`src/rtl/mul_ctrl.sv`:
```
// mul_ctrl: RV32M multiply sequencer with one-entry operand/product cache in front of a signed Booth multiplier
module mul_ctrl (
  input  logic        clk,
  input  logic        rst,
  input  logic        flush,
  input  logic        req_valid,
  output logic        req_ready,
  input  logic [1:0]  req_op,
  input  logic [31:0] req_a,
  input  logic [31:0] req_b,
  output logic        resp_valid,
  input  logic        resp_ready,
  output logic [31:0] resp_data,
  output logic        busy,
  output logic [31:0] mul_A,
  output logic [31:0] mul_B,
  output logic        mul_rst,
  input  logic [63:0] mul_P,
  input  logic        mul_done
);
  typedef enum logic [2:0] {IDLE, START, WAIT, FIX, RESP} state_t;
  state_t state, state_n;
  logic [1:0] op_q;
  logic [31:0] a_q, b_q, cache_a, cache_b, hi_s, fix_res;
  logic [63:0] cache_p;
  logic cache_v, accept, hit;
  assign accept = state == IDLE && req_valid && !flush;
  assign hit = cache_v && req_a == cache_a && req_b == cache_b;
  assign req_ready = state == IDLE;
  assign busy = state != IDLE;
  assign resp_valid = state == RESP;
  assign mul_rst = state == START && !flush;
  assign hi_s = cache_p[63:32];
  // the multiplier is signed-only; add back the terms dropped by treating unsigned operands as negative
  assign fix_res = op_q == 2'd0 ? cache_p[31:0] :
                   op_q == 2'd1 ? hi_s :
                   op_q == 2'd2 ? hi_s + (b_q[31] ? a_q : 32'd0) :
                   hi_s + (a_q[31] ? b_q : 32'd0) + (b_q[31] ? a_q : 32'd0);
  always_ff @(posedge clk)
    if (rst) state <= IDLE;
    else state <= state_n;
  always_comb begin
    state_n = state;
    case (state)
      IDLE:    state_n = accept ? (hit ? FIX : START) : IDLE;
      START:   state_n = WAIT;
      WAIT:    state_n = mul_done ? FIX : WAIT;
      FIX:     state_n = RESP;
      RESP:    state_n = resp_ready ? IDLE : RESP;
      default: state_n = IDLE;
    endcase
    if (flush) state_n = IDLE;
  end
  always_ff @(posedge clk)
    if (rst) begin
      cache_v <= 1'b0;
      resp_data <= 32'd0;
      mul_A <= 32'd0;
      mul_B <= 32'd0;
    end else begin
      if (accept) begin
        op_q <= req_op;
        a_q <= req_a;
        b_q <= req_b;
        if (!hit) begin
          mul_A <= req_a;
          mul_B <= req_b;
          cache_v <= 1'b0;
        end
      end
      if (state == WAIT && mul_done && !flush) begin
        cache_p <= mul_P;
        cache_a <= a_q;
        cache_b <= b_q;
        cache_v <= 1'b1;
      end
      if (state == FIX && !flush) resp_data <= fix_res;
    end
endmodule

```
`config.mk`:
```
export PLATFORM = sky130hd
export DESIGN_NAME = mul_ctrl
export DESIGN_NICKNAME = d
export VERILOG_FILES = /design/src/rtl/mul_ctrl.sv
export SDC_FILE = /design/constraint.sdc
export NUM_CORES = 1
export LEC_CHECK = 0
export CAP_MARGIN = 0
export CORE_MARGIN = 2
export CORE_UTILIZATION = 38
export DETAILED_ROUTE_END_ITERATION = 10
export SETUP_SLACK_MARGIN = 0.3
export SLEW_MARGIN = 20
export SYNTH_ARGS = -nofsm -noshare
export SYNTH_HDL_FRONTEND = slang
export SYNTH_SLANG_ARGS = --single-unit
export TNS_END_PERCENT = 50
```
`constraint.sdc`:
```
create_clock -name clk -period 11.4 [get_ports clk]
set_input_delay 2.28 -clock clk [delete_from_list [all_inputs] [get_ports clk]]
set_output_delay 2.28 -clock clk [all_outputs]
set_load 0.005 [all_outputs]
```
# Word level (Yosys, flattened, before mapping)
# Index checks and enable logic that the tools add are counted.
# word_totals
register_bits	294
elab_cells	56
# classes
n_addsub	3
eq_ne	9
muxes	13
n_bitwise	2
n_reduce_logical	18
# ops
op	n
two-way mux 32 bit	5
adder 32 bit	3
equality test 32 bit	2
one-hot mux 3 bit (5 select lines)	1
logical AND 1 bit	8
AND reduction 2 bit	4
equality test 3 x 2 -> 1 bit, second input constant	2
two-way mux 1 bit	4
two-way mux 2 bit	2
equality test 3 x 1 -> 1 bit, second input constant	1
equality test 3 bit, second input constant	1
logical NOT 3 bit	1
two-way mux 3 bit	1
nonzero test 3 bit	1
equality test 2 x 1 -> 1 bit, second input constant	1
equality test 2 bit, second input constant	1
logical NOT 2 bit	1
!= test 2 x 1 -> 1 bit, second input constant	1
NOT 1 bit	2
nonzero test 2 bit	1
OR reduction 2 bit	1
logical NOT 1 bit	1

# Longest topological paths before layout
# depth
depth_word	6
ltp_mapped	17
mapped_depth_nobuf	16

# Worst setup path before layout
# No wires, ideal clock.
# synth_path
path_kind	in2reg
start	input rst
end	register cache_a[0] (enable)
setup_ps	618
t_arrival_ps	7993
required_time_ps	10782
path_slack_ps	2789
stages	4
path_buffers	1
path_cell_list	buf_6 -> nor3_1 -> nand2b_1 -> nor2_1
# synth_between
elab_chain_cells	2
# synth_rtl
item	line_no	rtl
start: declaration	4	input logic rst,
NOT 1 bit (no line)	n/a	
AND reduction 2 bit (no line)	n/a	
end signal: assignment	73	cache_a <= a_q;
end: declaration	24	logic [31:0] a_q, b_q, cache_a, cache_b, hi_s, fix_res;
# Every way passes these cells.
# A chain may end at the register's enable or synchronous reset.

# Final worst setup path
# layout_path
start	input flush
end	output mul_rst
# layout_between
elab_chain_cells	2
# layout_rtl
item	line_no	rtl
start: declaration	5	input logic flush,
logical NOT 1 bit	32	assign mul_rst = state == START && !flush;
logical AND 1 bit	32	
end: declaration	17	output logic mul_rst,
# Every way passes these cells.

==> metrics <==
Sinks on Clock Net=294; final hold vios=0; critical path type=input port to primary output; First DRT Iteration DRCs=918; Warnings, synthesis=0; die width=203 microns; sequential fraction of the synthesis area=52.2%; R2R Setup Slk=6.77 ns; Worst-Skew Late Latency=0.56 ns; syn_area_per_cell=11.8 sq um; Rows=72; clock skew=0.0203 ns; CTS resizes=0; RSZ-0062 raised after global routing=no; Hold Crit Class=flop to flop; DP Wirelength=32500 microns; Fmax achieved=167 MHz; CP max-delay cell=clkdlybuf4s50_1; flops & latches, synth=294; vias in the first global route=10.7k; Setup-failing EPs final=0; layout cells sized above 1=6.90%; Total GRT Usage=21.4%; ys async rst share=0%; Yosys cell types=67; worst reg2reg path endpoint=resp_data[31]$_SDFFE_PP0P_; Slowest Stage Delay on Critical Path=0.56 ns; Starting Density=38.6%; first-pass GRT wire length=66100 microns; kind of end point of the critical path=primary output; Final Max Slew Viols=0; DR pass1 iterations=7; critical path cell sequence=clkdlybuf4s50_1 > nor4b_1 > clkdlybuf4s50_1; antenna violations before repair=2; Vias/cell=5.22; CP dominant cell by count=clkdlybuf4s50_1; final critical-path share of the clock period=52.6%; pre-CTS WS=5.42 ns; GPL Wtd Cong=0.878; CORE AREA=38800 sq um; final core occ=49.2%; Post-synth EDFFs=194; synth cell count leaders=edfxtp_1 (194), nor2_1 (115), dfxtp_1 (100), a21oi_1 (86), nand2_1 (77); Synth area leaders=edfxtp_1 (39%), dfxtp_1 (13%), ha_1 (5.1%); worst-margin pin slew=0.945 ns; Required @ worst endpoint=9.12 ns; cell with the most instances after synthesis=edfxtp_1; Syn Nets=1507; Slew headroom=37.0%; R2R Path Start=a_q[31]$_DFFE_PP_; CTS Hold Bufs=0; top-level I/O count=236; die height=203 microns; Worst Hold Depth=0; H-tree Lvls=2; port bufs=235; Mapped Cells=1277; Post-synth top flop=edfxtp_1; fillers=3507; Synth area leader=edfxtp_1; Routed WL=43600 microns; reg2reg path depth=17; DR vias=10.7k; Fin Setup TNS=0 ns; Final nets=1741; Worst Setup Start Kind=input port; setup bufs post-CTS=0; PwrDens=137 nW/um^2; CTS tree=done; CP Max Fanout=6; P_leak=7.24 nW; Final Critical Period=5.99 ns; PnR worst setup slack=5.41 ns; Mapped Area=15000 sq um; CTS buffer count=34; Max-Cap Viols=0; wire length per cell=21.2 microns; Die Area=41100 sq um; Clock Pin Slew Worst Setup and Hold Paths=0.06 ns; Hold Path Sink=cache_b[6]$_DFFE_PP_; Remaining DRCs=0; Antenna Violating Nets Remaining=0; clk root buf=clkbuf_16; pin count of the biggest net entering global routing=68; Synth top area share=38.8%; status=finished, final reports clean; Max VDD drop=0.0000842 V; min-delay src=b_q[6]$_DFFE_PP_; synth-to-layout area growth=27.4%; grt total ovfl=0; CTS max path bufs=3; CP arrival=3.71 ns
## worst max-delay path by stage
stage / from / endpoint / slack, ns / depth (start not counted)
after detailed placement: flush / mul_rst / 5.42 / 3
after floorplan: rst / cache_a[0]$_DFFE_PP_ / 2.79 / 4
after CTS: flush / mul_rst / 5.41 / 3
final: flush / mul_rst / 5.41 / 3
after global routing: flush / mul_rst / 5.31 / 3
after global placement: flush / mul_rst / 5.47 / 3
## final cells by class
type / instances / area (sq um) / area share, %
well taps: 518 / 648 / 3.39
clock inverters: 18 / 288 / 1.51
flip-flops and latches: 294 / 7830 / 40.9
repair buffers: 246 / 2430 / 12.7
inverters: 35 / 131 / 0.687
diodes: 1 / 2.50 / 0.0131
clock buffers: 43 / 925 / 4.84
multi-input cells: 900 / 6860 / 35.9
## cell usage in the layout (no fill, tap or decap), types with 10 or more instances in the layout
master / synthesis / final
clkdlybuf4s50_1: 0 / 234
edfxtp_1: 194 / 194
nor2_1: 115 / 114
dfxtp_1: 100 / 100
a21oi_1: 86 / 86
nand2_1: 77 / 76
mux2i_1: 70 / 70
and2_1: 66 / 66
xnor2_1: 61 / 61
ha_1: 61 / 61
xor2_1: 46 / 46
o21ai_0: 39 / 39
inv_1: 34 / 34
clkbuf_16: 0 / 34
fa_1: 33 / 33
a21o_1: 25 / 25
mux4_2: 18 / 18
nor3_1: 19 / 17
nand3_1: 15 / 15
nand2b_1: 14 / 14
nand4_1: 13 / 13
buf_4: 2 / 12
a31oi_1: 11 / 11
a211oi_1: 10 / 10
## cells by family (layout without fill, tap and decap cells)
family                     after synthesis  after routing  synth area share, %
AOI/OAI and AO/OA                      251            251                 10.8
xor gates and xnor gates               107            107                 6.25
adders and majority gates               94             94                 9.49
buffers and inverters                   83            342                 2.26
DFF                                    294            294                 52.2
muxes                                   90             90                 7.52
other                                    0              1                    0
and+or+nand+nor                        358            358                 11.6
## metal layers
metal / global-route usage [%] / vias up / wire (microns)
li1: - / 5135 / -
met1: 31.9 / 5139 / 20900
met2: 30.4 / 387 / 18000
met3: 4.98 / 54 / 3590
met4: 6.80 / 2 / 1080
met5: 0 / - / 15
## registers in the layout, summed over array words and instances (netlist names)
register	cells
op_q	2
cache_p	64
resp_data	32
cache_a	32
a_q	32
mul_B	32
cache_b	32
cache_v	1
mul_A	32
state	3
b_q	32
## worst max-delay path: cells and delay by family
kind                   cells  cell delay (ns)
buffers and inverters      2             1.06
AND/OR/NAND/NOR            1             0.37
## through the flow
| step | power [mW] | hold slack (ns) | instance area, sq um | std cells |
|---|---|---|---|---|
| final | 2.62 | 0.440 | 19100 | 2055 |
| after global routing | 2.71 | 0.452 | 19100 | 2055 |
| after CTS | 2.65 | 0.437 | 19100 | 2054 |
| after detailed placement | 1.45 | 0.432 | 17900 | 1993 |
| after global placement | 1.44 | 0.424 | 17900 | 1993 |
| after floorplan | 1.32 | 0.418 | 15000 | 1277 |
## where the power goes
group          internal, mW  leakage (nW)  switching, mW
logic                 0.131          4.09          0.128
registers              1.15          2.57         0.0109
clock network         0.737         0.589          0.460
No activity file was read; power rests on OpenSTA's default activity.
